`config.mk`:
```
export PLATFORM = sky130hd
export DESIGN_NAME = pwr_seq_ctrl
export DESIGN_NICKNAME = d
export VERILOG_FILES = /design/src/rtl/pwr_seq_ctrl.sv
export SDC_FILE = /design/constraint.sdc
export NUM_CORES = 1
export LEC_CHECK = 0
export ABC_AREA = 1
export CORE_MARGIN = 2
export CORE_UTILIZATION = 57
export CTS_CLUSTER_SIZE = 25
export DETAILED_ROUTE_END_ITERATION = 10
export PLACE_DENSITY = 0.74
export RECOVER_POWER = 100
export SYNTH_ARGS = -nofsm -noshare
export SYNTH_HDL_FRONTEND = slang
export SYNTH_SLANG_ARGS = --single-unit
export TNS_END_PERCENT = 5
```
`constraint.sdc`:
```
create_clock -name clk_axi -period 4.94 [get_ports clk_axi]
set_clock_uncertainty 0.2 [all_clocks]
set_input_delay 0.741 -clock clk_axi [delete_from_list [all_inputs] [get_ports clk_axi]]
set_output_delay 0.741 -clock clk_axi [all_outputs]
set_load 0.02 [all_outputs]
```
`src/rtl/pwr_seq_ctrl.sv`:
```
// Power sequencer: staggers the LV and VP12 rail enables, then boots the XMC.
// Qualified rail alerts force a full shutdown and latch the fault source.
module pwr_seq_ctrl #(
  parameter int unsigned SETTLE_CYC  = 100000,
  parameter int unsigned STAGGER_CYC = 10000,
  parameter int unsigned XMC_RST_CYC = 50000,
  parameter int unsigned CNT_W       = 32
) (
  input  logic       clk_axi,
  input  logic       rst,
  input  logic       pwr_req,
  input  logic [5:0] vp12_mask,
  input  logic       fault_clr,
  input  logic       vp3v3_alert_n,
  input  logic       vp2v5_alert_n,
  input  logic [5:0] vp12_alert_n,
  output logic       en_3v3,
  output logic       en_2v5,
  output logic [5:0] vp12_en,
  output logic       xmc_jtag_en,
  output logic       xmc_reset_n,
  output logic [2:0] state,
  output logic       done,
  output logic       fault,
  output logic [7:0] fault_src
);

  typedef enum logic [2:0] {
    S_OFF   = 3'd0,
    S_LV_ON = 3'd1,
    S_RAMP  = 3'd2,
    S_BOOT  = 3'd3,
    S_ON    = 3'd4,
    S_DOWN  = 3'd5,
    S_FAULT = 3'd6
  } state_e;

  localparam logic [CNT_W-1:0] SETTLE_LD = CNT_W'(SETTLE_CYC - 1);
  localparam logic [CNT_W-1:0] STAG_LD   = CNT_W'(STAGGER_CYC - 1);
  localparam logic [CNT_W-1:0] XMC_LD    = CNT_W'(XMC_RST_CYC - 1);

  logic [7:0]      alert_n;
  logic [7:0]      sync1_q, sync2_q;
  logic [7:0][2:0] qcnt_q, qcnt_d;
  logic [7:0]      qual;

  state_e          state_q, state_d;
  logic [CNT_W-1:0] cnt_q, cnt_d;
  logic [5:0]      mask_q, mask_d;
  logic            lv_q, lv_d;
  logic [5:0]      vp_q, vp_d;
  logic            jtag_q, jtag_d;
  logic            rstn_q, rstn_d;
  logic            done_q, done_d;
  logic            fault_q, fault_d;
  logic [7:0]      src_q, src_d;

  logic            expired;
  logic [5:0]      pend, low_oh, hi_oh;
  logic            mon_lv, mon_vp, flt;

  // bit order matches fault_src: {vp12[5:0], 2V5, 3V3}
  assign alert_n = {vp12_alert_n, vp2v5_alert_n, vp3v3_alert_n};

  always_ff @(posedge clk_axi or posedge rst) begin
    if (rst) begin
      sync1_q <= '1;
      sync2_q <= '1;
      qcnt_q  <= '0;
    end else begin
      sync1_q <= alert_n;
      sync2_q <= sync1_q;
      qcnt_q  <= qcnt_d;
    end
  end

  // qualified once four consecutive low samples have been seen
  always_comb begin
    qcnt_d = qcnt_q;
    qual   = '0;
    for (int i = 0; i < 8; i++) begin
      qual[i] = (qcnt_q[i] == 3'd4);
      if (sync2_q[i]) begin
        qcnt_d[i] = 3'd0;
      end else if (!qual[i]) begin
        qcnt_d[i] = qcnt_q[i] + 3'd1;
      end
    end
  end

  always_ff @(posedge clk_axi or posedge rst) begin
    if (rst) begin
      state_q <= S_OFF;
      cnt_q   <= '0;
      mask_q  <= '0;
      lv_q    <= 1'b0;
      vp_q    <= '0;
      jtag_q  <= 1'b0;
      rstn_q  <= 1'b0;
      done_q  <= 1'b0;
      fault_q <= 1'b0;
      src_q   <= '0;
    end else begin
      state_q <= state_d;
      cnt_q   <= cnt_d;
      mask_q  <= mask_d;
      lv_q    <= lv_d;
      vp_q    <= vp_d;
      jtag_q  <= jtag_d;
      rstn_q  <= rstn_d;
      done_q  <= done_d;
      fault_q <= fault_d;
      src_q   <= src_d;
    end
  end

  always_comb begin
    state_d = state_q;
    cnt_d   = (cnt_q != '0) ? cnt_q - CNT_W'(1) : cnt_q;
    mask_d  = mask_q;
    lv_d    = lv_q;
    vp_d    = vp_q;
    jtag_d  = jtag_q;
    rstn_d  = rstn_q;
    done_d  = done_q;
    fault_d = fault_q;
    src_d   = src_q;

    expired = (cnt_q == '0);
    pend    = mask_q & ~vp_q;
    low_oh  = pend & (~pend + 6'd1);
    hi_oh   = '0;
    for (int i = 0; i < 6; i++) begin
      if (vp_q[i]) begin
        hi_oh    = '0;
        hi_oh[i] = 1'b1;
      end
    end

    mon_lv = (state_q == S_RAMP) || (state_q == S_BOOT) ||
             (state_q == S_ON);
    mon_vp = (state_q == S_BOOT) || (state_q == S_ON);
    flt    = (mon_lv && (qual[0] || qual[1])) ||
             (mon_vp && (|(qual[7:2] & vp_q)));

    if (flt) begin
      state_d = S_FAULT;
      lv_d    = 1'b0;
      vp_d    = '0;
      jtag_d  = 1'b0;
      rstn_d  = 1'b0;
      done_d  = 1'b0;
      fault_d = 1'b1;
      src_d   = qual;
    end else begin
      unique case (state_q)
        S_OFF: begin
          if (pwr_req && !fault_q) begin
            mask_d  = vp12_mask;
            lv_d    = 1'b1;
            cnt_d   = SETTLE_LD;
            state_d = S_LV_ON;
          end
        end
        S_LV_ON, S_RAMP: begin
          if (!pwr_req) begin
            state_d = S_DOWN;
            jtag_d  = 1'b0;
            rstn_d  = 1'b0;
            done_d  = 1'b0;
            cnt_d   = STAG_LD;
          end else if (expired) begin
            if (|pend) begin
              vp_d    = vp_q | low_oh;
              cnt_d   = STAG_LD;
              state_d = S_RAMP;
            end else begin
              jtag_d  = 1'b1;
              cnt_d   = XMC_LD;
              state_d = S_BOOT;
            end
          end
        end
        S_BOOT, S_ON: begin
          if (!pwr_req) begin
            state_d = S_DOWN;
            jtag_d  = 1'b0;
            rstn_d  = 1'b0;
            done_d  = 1'b0;
            cnt_d   = STAG_LD;
          end else if (state_q == S_BOOT && expired) begin
            rstn_d  = 1'b1;
            done_d  = 1'b1;
            state_d = S_ON;
          end
        end
        S_DOWN: begin
          if (expired) begin
            if (|vp_q) begin
              vp_d  = vp_q & ~hi_oh;
              cnt_d = STAG_LD;
            end else begin
              lv_d    = 1'b0;
              state_d = S_OFF;
            end
          end
        end
        S_FAULT: begin
          if (fault_clr && !pwr_req) begin
            fault_d = 1'b0;
            src_d   = '0;
            state_d = S_OFF;
          end
        end
        default: begin
          state_d = S_OFF;
          lv_d    = 1'b0;
          vp_d    = '0;
          jtag_d  = 1'b0;
          rstn_d  = 1'b0;
          done_d  = 1'b0;
        end
      endcase
    end
  end

  assign en_3v3      = lv_q;
  assign en_2v5      = lv_q;
  assign vp12_en     = vp_q;
  assign xmc_jtag_en = jtag_q;
  assign xmc_reset_n = rstn_q;
  assign state       = state_q;
  assign done        = done_q;
  assign fault       = fault_q;
  assign fault_src   = src_q;

endmodule
```
# After elaboration in Yosys (flattened, before gate mapping)
# Index checks and enable logic that the tools add are counted.
# word_totals
ff_bits	99
out_inout_bits	23
word_cells	179
# classes
n_addsub	10
n_eq_ne	38
muxes	71
bitwise_logic	9
n_reduce_logical	32
# ops
op	n
2-to-1 mux 32 bit	8
one-hot mux 32 bit (4 select lines)	1
2-to-1 mux 3 bit	25
2-to-1 mux 6 bit	11
== test 3 bit (second input constant)	11
zero test 32 bit	1
nonzero test 32 bit	1
subtractor 32 x 1 -> 32 bit (second input constant)	1
!= test 3 bit (second input constant)	10
adder 3 x 1 -> 3 bit (second input constant)	8
AND 6 bit	4
2-to-1 mux 8 bit	3
inverter 6 bit	3
one-hot mux 6 bit (3 select lines)	1
OR reduction 6 bit	3
2-to-1 mux 1 bit	17
2-to-1 mux 16 bit	1
!= test 2 bit (second input constant)	8
one-hot mux 3 bit (5 select lines)	1
!= test 4 bit (second input constant)	3
AND reduction 6 bit	2
one-hot mux 1 bit (3 select lines)	3
AND reduction 4 bit	2
adder 6 x 1 -> 6 bit (second input constant)	1
16 further kinds	31

# Depth between registers and ports, before layout
# depth
word_depth	12
mapped_depth	15

# Worst setup path before layout
# No wires, ideal clock.
# synth_path
path_kind	flip-flop to flip-flop
from	register cnt_q[0]
to	register cnt_q[0]
setup_ps	129
arrival_time_ps	1803
path_slack_ps	2807
stages_incl_launch_ff	13
n_path_buf	0
period_less_slack_ps	2133
cell_sequence	dfrtp_1 > inv_1 > ha_1 > nand2_1 > nor2_1 > nand2_1 > nor2_2 > nand2_4 > ha_1 > o21ai_0 > o2111ai_1 > nor2_1 > a22oi_1
# synth_between
elab_chain_cells	6
# synth_lines
item	line	source
start: declaration	48	logic [CNT_W-1:0] cnt_q, cnt_d;
start signal: assignment	105	cnt_q <= cnt_d;
subtractor 32 x 1 -> 32 bit / nonzero test 32 bit (equally long branches)	119	cnt_d = (cnt_q != '0) ? cnt_q - CNT_W'(1) : cnt_q;
2-to-1 mux 32 bit	119	
2-to-1 mux 32 bit, on equally long branches	199, 172	
2-to-1 mux 32 bit, on equally long branches	198, 166	
one-hot mux 32 bit (4 select lines)	156	unique case (state_q)
2-to-1 mux 32 bit (*)	146	if (flt) begin
via cnt_d[0]	48	
# The timed path passes the listed nets; every way through them passes the cells marked *.
# A chain may end at the register's enable or synchronous reset.

# Worst setup path in the final report
# layout_path
from	register qcnt_q[18] in the netlist's numbering
to	register cnt_q[19]
# layout_between
elab_chain_cells	6
# layout_lines
item	line	source
start: declaration	44	logic [7:0][2:0] qcnt_q, qcnt_d;
start signal: assignment	73	qcnt_q <= qcnt_d;
== test 3 bit	82	qual[i] = (qcnt_q[i] == 3'd4);
AND 6 bit	144	(mon_vp && (|(qual[7:2] & vp_q)));
OR reduction 6 bit	144	
logical AND 1 bit	144	
logical OR 1 bit	143	flt = (mon_lv && (qual[0] || qual[1])) ||
2-to-1 mux 32 bit	146	
via cnt_d[19]	48	
# The timed path passes the listed nets, and every way through them passes these cells.

==> out/metrics.cfg <==
[routing]
drt_iter0_markers = 501
vias_per_cell = 5.48
wl_um = 13000
ant_nets = 0
first_pass_iters = 5
wl_per_cell_um = 14.3
via_count = 4968
drc = 0

[global_routing]
grt_use_total_pct = 26.6
grt_pass1_vias = 4725
grt_overflow = 0
grt_max_degree = 72
antenna_found_initial = 0
grt_pass1_wl_um = 22000

[layout]
fillCellCount = 865
stdcell_count = 906
drive_gt1_share_pct = 9.44
nets = 805
syn_to_final_growth_pct = 11.9
antenna-diode-count = 0

[floorplan]
dieArea_um2 = 10700
die_width_um = 103
die_h_um = 103
start_util_pct = 58.1
num_rows = 36
core-area_um2 = 9680
ios = 41

[hold_path]
hp-class = reg2reg
whs_endpoint = sync2_q[1]
holdPathStages = 0
worstHoldStart = sync1_q[1]

[cts]
cts_made_buffers = 9
clk_pin_slew_ns = 0.09
cts_tree = done
cts_buffer_depth = 2
cts-resized-gates = 0
ctsHoldBuffers = 0
post_cts_buffers = 0
h-tree-depth = 3
root_buffer = clkbuf_8
clkSinkCount = 99
insertion_delay_ns = 0.38

[sta]
tightest_slew_ns = 1.47
final-max-slew-violation-count = 0
clock.fmax_mhz = 288
fin_setup_tns_ns = 0
rsz0062_at_grt = no
final-hold-violation-count = 0
fin_crit_ns = 3.47
setup_viol = 0
slew_headroom_pct = 2.24
fin_crit_sh_pct = 70.3

[critical_path]
cp_max_fo = 23
r2r_cells = 14
critPathKind = reg2reg
start_kind = register
r2r-start = qcnt_q[18]
rr_endpoint = cnt_q[19]
end_kind = register
worstPathRequired_ns = 4.98
reg2reg_slack_ns = 1.47
arrival_ns = 3.51

[pwr]
p_leak_nw = 3.00
peakVddDrop_mv = 0.247
powerDensity_nw_per_um2 = 271

[synthesis]
synth.avg_cell_area_um2 = 7.75
synth.area.top_cells = dfrtp_1 (37%), nand2_1 (11%), dfstp_2 (7.5%), nand3_1 (6.8%), nor2_1 (6.5%)
synth_nets = 763
netlist_area_um2 = 5620
synth_common_cells = nand2_1 (165), nor2_1 (97), inv_1 (91)
synth_ff_type = dfrtp_1
yosysMostFrequentCell = nand2_1
synth_cell_types = 37
syn_inst = 726
synth_largest_area_cell = dfrtp_1
synth-edff-count = 0
synth-seq-area-share_pct = 44.4
async_flop_share_pct = 100
ys_ff_latch = 99
yosys_warnings = 0
synth.top_cell.area_share_pct = 36.9

[run]
drv_cap = 0

[placed_design]
gp_congestion = 0.992
hpwl_um = 9730
io_buffers = 40
place_inst = 890

[status]
status = completed

## placed cells by master (no fill, tap or decap), types with 2 or more instances in the layout
master	instances
a21oi_1	17
nor2_1	98
nand4_1	15
ha_1	19
nor2_2	16
xor2_1	15
nor3_1	9
inv_6	2
clkinv_2	2
xnor2_1	12
dfrtp_1	83
clkdlybuf4s50_1	7
inv_2	3
nand3_1	76
mux2_2	5
a31o_2	4
nand3_2	2
nand3b_1	2
clkbuf_8	11
inv_1	90
o21ai_0	48
dfstp_2	16
dlygate4sd3_1	33
or2_2	2
nand2_1	167
nor2_4	2
nand2_2	3
## where the power goes
part,internal [mW],switching (mW)
registers,0.889,0.0472
clock network,0.213,0.293
logic,0.108,0.154
total,1.21,0.494
## cell type report
class / count / area [um^2] / share of cell area, %
Clock buffer: 11 / 151 / 2.41
Sequential cell: 99 / 2500 / 39.7
Timing Repair Buffer: 41 / 404 / 6.42
Tap cell: 133 / 166 / 2.64
Inverter: 96 / 364 / 5.78
Multi-Input combinational cell: 521 / 2680 / 42.5
Clock inverter: 5 / 35.0 / 0.557
## kinds of logic after synthesis
| family | share of synthesized area, % |
|---|---|
| AOI/OAI and AO/OA | 7.43 |
| xor gates and xnor gates | 4.20 |
| adders and majority gates | 4.23 |
| buffers and inverters | 7.70 |
| DFF | 44.4 |
| muxes | 1.00 |
| and+or+nand+nor | 31.0 |
## stage by stage
step	area, um^2	setup WS, ns	power (mW)	util, %	hold WS (ns)
after global placement	6130	2.08	1.18	63.3	0.146
after CTS	6320	2.21	1.72	65.3	0.160
after detailed placement	6130	2.10	1.22	63.3	0.147
final	6290	1.47	1.70	65.0	0.159
after floorplan	5620	1.44	1.13	-	0.145
after global routing	6290	1.14	1.80	65.0	0.165
## state kept, by name (all words and copies together), names as in the netlist, 3 cells and up
signal and count:
sync1_q 8, vp12_en 6, mask_q 6, fault_src 8, sync2_q 8, state 3
qcnt_q 24, cnt_q 32
## per-layer routing
layer	up-vias	global-route usage [%]	part of all wire (%)	wire length [um]
met2	196	41.3	46	5950
met4	0	9.92	1.6	212
met3	23	4.17	6.5	848
met5	-	0	0	0
met1	2342	38.0	46	5950
li1	2407	-	-	-
## worst max-delay path, stage by stage, from the launching register on
cell and delay (ns):
dfrtp_1 0.37, inv_1 0.07, ha_1 0.19, nand2_1 0.11, inv_1 0.07, nand2_1 0.07
nand2_1 0.05, inv_1 0.05, nand2_1 0.11, a21boi_4 0.54, nand2_1 0.29, nor2_1 0.28
nand2_1 0.21, clkinvlp_2 0.60, nor2_1 0.11
## how the worst max path moves through the flow
stage | from | to | slack (ns) | depth (start not counted)
floorplan | rst | cnt_q[0] | 1.44 | 1
global placement | pwr_req | cnt_q[15] | 2.08 | 7
detailed placement | pwr_req | cnt_q[13] | 2.10 | 6
CTS | qcnt_q[18] | cnt_q[19] | 2.21 | 14
global route | qcnt_q[18] | cnt_q[5] | 1.14 | 14
finish | qcnt_q[18] | cnt_q[19] | 1.47 | 14
No activity file was read; power rests on OpenSTA's default activity.
